[src/rtl/alu_pkt_rx.sv]
// Serial ALU-packet receiver. Data frames build the B and A operands. A command
// frame closes the packet and carries op and a CRC-4. Results are held on a valid/ready output.
module alu_pkt_rx #(
   parameter int OPND_BYTES  = 4,
   parameter int TIMEOUT_CYC = 64
) (
   input  logic                    clk,
   input  logic                    rst_n,
   input  logic                    sin,
   output logic [8*OPND_BYTES-1:0] A,
   output logic [8*OPND_BYTES-1:0] B,
   output logic [2:0]              op,
   output logic [3:0]              err,
   output logic                    out_valid,
   input  logic                    out_ready,
   output logic                    drop
);
   localparam int W  = 8*OPND_BYTES;
   localparam int NB = 2*OPND_BYTES;
   localparam int CW = $clog2(NB+2);
   localparam int TW = $clog2(TIMEOUT_CYC+1);

   typedef enum logic [1:0] {IDLE, SHIFT, RESYNC} st_t;

   st_t           st, st_nxt;
   logic [3:0]    bit_cnt;
   logic [8:0]    fr;          // {ctl, d7..d0}
   logic [CW-1:0] byte_cnt;
   logic [TW-1:0] idle_cnt;
   logic [3:0]    crc;
   logic [2*W-1:0] data_sr;    // {B, A} once 2*OPND_BYTES bytes are in
   logic          stop_ok, stop_bad, tmo;
   logic          data_done, cmd_done, res_new, res_zero, load;
   logic [3:0]    crc_d, crc_c, res_err;
   logic [3:0]    cmd_bits;

   function automatic logic [3:0] crc_step(input logic [3:0] c, input logic b);
      logic fb;
      fb = c[3] ^ b;
      crc_step = {c[2:0], 1'b0} ^ (fb ? 4'b0011 : 4'b0000);
   endfunction

   // bit FSM: state register
   always_ff @(posedge clk or negedge rst_n) begin
      if (!rst_n) st <= IDLE;
      else        st <= st_nxt;
   end

   // bit FSM: next state
   always_comb begin
      st_nxt = st;
      case (st)
         IDLE:    if (!sin) st_nxt = SHIFT;
         SHIFT:   if (bit_cnt == 4'd9) st_nxt = sin ? IDLE : RESYNC;
         RESYNC:  if (sin) st_nxt = IDLE;
         default: st_nxt = IDLE;
      endcase
   end

   // bit FSM: outputs
   always_comb begin
      stop_ok  = 1'b0;
      stop_bad = 1'b0;
      tmo      = 1'b0;
      case (st)
         SHIFT: begin
            stop_ok  = (bit_cnt == 4'd9) &&  sin;
            stop_bad = (bit_cnt == 4'd9) && !sin;
         end
         IDLE:    tmo = sin && (byte_cnt != '0) && (idle_cnt == TW'(TIMEOUT_CYC-1));
         default: ;
      endcase
   end

   always_ff @(posedge clk or negedge rst_n) begin
      if (!rst_n) begin
         bit_cnt <= '0;
         fr      <= '0;
      end else if (st == SHIFT) begin
         bit_cnt <= (bit_cnt == 4'd9) ? 4'd0 : bit_cnt + 4'd1;
         if (bit_cnt != 4'd9) fr <= {fr[7:0], sin};
      end else begin
         bit_cnt <= '0;
      end
   end

   always_ff @(posedge clk or negedge rst_n) begin
      if (!rst_n)                                         idle_cnt <= '0;
      else if (st == IDLE && sin && byte_cnt != '0 && !tmo) idle_cnt <= idle_cnt + TW'(1);
      else                                                idle_cnt <= '0;
   end

   assign data_done = stop_ok && !fr[8];
   assign cmd_done  = stop_ok &&  fr[8];
   assign cmd_bits  = {1'b1, fr[6:4]};

   always_comb begin
      crc_d = crc;
      for (int i = 7; i >= 0; i--) crc_d = crc_step(crc_d, fr[i]);
      crc_c = crc;
      for (int i = 3; i >= 0; i--) crc_c = crc_step(crc_c, cmd_bits[i]);
   end

   // error priority: frame > count > CRC > op (illegal ops have op[1]=1)
   always_comb begin
      res_new  = stop_bad || cmd_done;
      res_zero = stop_bad || (byte_cnt != CW'(NB));
      if (stop_bad)                    res_err = 4'b1000;
      else if (byte_cnt != CW'(NB))    res_err = 4'b0100;
      else if (fr[3:0] != crc_c)       res_err = 4'b0010;
      else if (fr[5])                  res_err = 4'b0001;
      else                             res_err = 4'b0000;
      load = res_new && (!out_valid || out_ready);
   end

   always_ff @(posedge clk or negedge rst_n) begin
      if (!rst_n) begin
         byte_cnt <= '0;
         crc      <= '0;
         data_sr  <= '0;
      end else if (res_new || tmo) begin
         byte_cnt <= '0;
         crc      <= '0;
         data_sr  <= '0;
      end else if (data_done) begin
         data_sr <= {data_sr[2*W-9:0], fr[7:0]};
         crc     <= crc_d;
         if (byte_cnt != CW'(NB+1)) byte_cnt <= byte_cnt + CW'(1);
      end
   end

   always_ff @(posedge clk or negedge rst_n) begin
      if (!rst_n) begin
         out_valid <= 1'b0;
         drop      <= 1'b0;
         A         <= '0;
         B         <= '0;
         op        <= '0;
         err       <= '0;
      end else begin
         drop <= (res_new && out_valid && !out_ready) || tmo;
         if (load) begin
            out_valid <= 1'b1;
            A         <= res_zero ? '0 : data_sr[W-1:0];
            B         <= res_zero ? '0 : data_sr[2*W-1:W];
            op        <= res_zero ? 3'b000 : fr[6:4];
            err       <= res_err;
         end else if (out_ready) begin
            out_valid <= 1'b0;
         end
      end
   end
endmodule

[config.mk]
export PLATFORM = sky130hd
export DESIGN_NAME = alu_pkt_rx
export DESIGN_NICKNAME = d
export VERILOG_FILES = /design/src/rtl/alu_pkt_rx.sv
export SDC_FILE = /design/constraint.sdc
export NUM_CORES = 1
export LEC_CHECK = 0
export ABC_CLOCK_PERIOD_IN_PS = 2200
export BUFFER_PORTS_ARGS = -buffer_cell sky130_fd_sc_hd__buf_2
export CAP_MARGIN = 30
export CORE_ASPECT_RATIO = 0.9
export CORE_MARGIN = 2
export CORE_UTILIZATION = 49
export CTS_CLUSTER_DIAMETER = 150
export DETAILED_ROUTE_END_ITERATION = 6
export GPL_ROUTABILITY_DRIVEN = 1
export MAX_ROUTING_LAYER = met4
export PLACE_DENSITY = 0.69
export SLEW_MARGIN = 20
export SYNTH_ARGS = -nofsm -noshare
export SYNTH_HDL_FRONTEND = slang
export SYNTH_SLANG_ARGS = --single-unit
export TNS_END_PERCENT = 30
[constraint.sdc]
create_clock -name clk -period 2.2 [get_ports clk]
set_input_delay 0 -clock clk [delete_from_list [all_inputs] [get_ports clk]]
set_output_delay 0 -clock clk [all_outputs]
set_load 0.1 [all_outputs]
==> flow_summary.toml <==
[timing]
setup_viol = 0
report.final.slew_viol_count = 0
clock_skew_ns = 0.0135
rsz0062_at_grt = "false"
max_freq_ghz = 0.510
hold_violations = 0
fin_ws_ns = 0.238
fin_worst_hold_slack_ns = 0.104
finalCritPeriodShare = 0.892
worst_pin_slew_ns = 0.625
slew_headroom = 0.582
final.min_clock_period_ns = 1.96
fin_tns_setup_ns = 0

[route]
dr.pass1.iters = 4
drt_iter0_markers = 398
drc_errors = 0
avgRoutedWirePerCell_microns = 19.1
ant_nets = 0
wirelength_microns = 13300
routed_via_density = 5.93
via_count = 4145

[synthesis]
yosysTopAreaCellShare = 0.657
synth_simple_gate_area_share = 0.0423
yosysUniqueCellTypes = 39
synth_compound_gate_area_share = 0.208
synth-xor-area-share = 0.0425
muxShareOfSynthArea = 0.0159
synth_nets = 456
synth.ff_latch_count = 167
async_flop_share = 1.00
synth.area.top_cells = "dfrtp_1 66%, a22o_1 18%, xnor2_1 1.7%, mux2_2 1.6%, clkbuf_1 1.3%"
synth_cells = 446
yosysWarnings = 0
syn_avg_cell_area_sq_um = 14.3
synth_top_family_by_area = "compound AO/OA/AOI/OAI gates"
seq_area_frac_synth = 0.657
synth_edf_count = 0
netlist_area_sq_um = 6360
synth.largest_area_cell = "dfrtp_1"
synth_fa_ha_area_frac = 0.0118
ys.flop_type = "dfrtp_1"

[place]
dp_hpwl_microns = 8500
dpl.cell_count = 664
postPlaceCellArea_sq_um = 6980
place_ws_ns = 0.280
io_buffers = 76
finalWeightedCongestion = 0.810

[power_and_ir_drop]
power.leakage_nw = 3.88
peakVddDrop_v = 0.000757
power_mw = 8.27
power_density_nw_per_um2 = 1090

[final_layout]
layoutNonFillerInstCount = 699
utilization = 0.597
antennaDiodeCount = 0
drive_above_1_share = 0.247
area_delta_synth_final_pct = 19.0
nets = 532
postLayoutCellArea_sq_um = 7570

[global_route]
top_usage_layer = "met2"
grt_pass1_wl_microns = 21500
antenna_found_initial = 0
grtUsageMet3 = 0.0488
grt_use_met1 = 0.295
grt_overflow_total = 0
met2_usage = 0.301
grt_use_total = 0.208
grt_max_degree = 73
grt_pass1_vias = 3960

[hold_path]
worstHoldPathType = "input port to asynchronous set/reset pin"

[clocking]
cts_root_buf = "clkbuf_16"
clk_latency_ns = 0.43
postCtsSetupRepairBufs = 0
cts_made_buffers = 17
tritoncts = "done"
cts_sinks = 167
h-tree-depth = 4
cts.path.max_buffers = 2
clkTransAtPathRegs_ns = 0.06
post_cts_resized = 0

[floorplanning]
start_util = 0.502
die_h_microns = 112
ios = 77
dieArea_sq_um = 13900
num_rows = 39
die_w_microns = 124
core-area_sq_um = 12700

[run_status]
status = "completed"

[worst_setup_path]
start_kind = "flip-flop"
arrival_ns = 2.27
required_ns = 2.51
critical_path.max_fanout = 68
cp-end-kind = "flip-flop"
worstSetupPathType = "flip-flop to flip-flop"
r2r_slack_ns = 0.24

[run]
drv_cap = 0
==> path summary, 6_finish.rpt <==
kind | from | end | depth (start not counted)
worst min-delay path | rst_n | data_sr[30] | 2
worst max-delay path | byte_cnt[0] | crc[1] | 7
worst min register to register | idle_cnt[0] | idle_cnt[0] | 1
min in group clk | sin | st[1] | 3
max in group asynchronous | rst_n | B[20] | 3
worst max register to register | byte_cnt[0] | crc[1] | 7
==> layout make-up <==
type | instances | area, sq um
sequential | 167 | 4180
timing repair buffer | 89 | 554
inverter | 5 | 18.8
fill | 1002 | 5120
clock inverter | 12 | 116
tap | 164 | 205
clock buffer | 20 | 447
multi-input combinational | 242 | 2050
==> state kept, by name (all words and copies together) (netlist names), 7 cells and up <==
signal    count
A            32
B            32
data_sr      64
fr            9
idle_cnt      7
==> cells by family (layout without fill, tap and decap cells) <==
logic type,count (synthesis),count (layout)
adders and majority gates,6,6
and+or+nand+nor,51,51
AOI/OAI and AO/OA,155,155
buffers and inverters,37,126
DFF,167,167
xor gates and xnor gates,21,21
muxes,9,9
==> power breakdown <==
group / leakage (nW) / internal (mW) / switching, mW / total (mW)
clock: 0.266 / 1.60 / 1.23 / 2.83
combinational: 1.32 / 0.922 / 0.911 / 1.83
sequential: 2.29 / 3.32 / 0.282 / 3.60
==> synthesized netlist by cell type (3+ instances only) <==
library cell	count
buf_1	3
nand3_1	9
inv_1	5
xnor2_1	12
clkbuf_1	22
ha_1	6
buf_2	7
xnor3_1	3
mux2_2	9
nand2b_1	5
xor2_1	3
nand2_1	8
nor2_1	14
nand3b_1	3
o21ai_0	8
a22o_1	134
and3_1	3
dfrtp_1	167
a21oi_1	3
==> placed cells by master (no fill, tap or decap), types with 4 or more instances in the layout <==
| cell | n |
|---|---|
| clkinvlp_4 | 4 |
| inv_6 | 4 |
| nand3_1 | 9 |
| xnor2_1 | 12 |
| buf_4 | 5 |
| buf_2 | 75 |
| dfrtp_1 | 167 |
| clkbuf_16 | 17 |
| o21ai_0 | 8 |
| nand2_1 | 8 |
| nand2b_1 | 5 |
| mux2_2 | 9 |
| nor2_1 | 14 |
| a22o_1 | 134 |
| ha_1 | 6 |
| inv_1 | 5 |
| buf_12 | 5 |
==> per-layer routing <==
layer	vias up	part of all wire
met3	13	0.045
met5	-	0
met2	117	0.48
met1	2165	0.46
met4	0	0.011
li1	1850	-
==> critical path, stage by stage (launching register included) <==
cell	delay, ns
dfrtp_1	0.40
inv_1	0.09
ha_1	0.21
nand2b_1	0.09
o211ai_1	0.16
o31a_2	0.40
buf_12	0.20
a22o_1	0.26
==> what timing repair did <==
| item | CTS | global route |
|---|---|---|
| hold buffers | 3 | 0 |
| endpoints found under the setup margin | 0 | 0 |
| endpoints found under the hold margin | 73 | 0 |
Power figures use the tool's default switching activity.
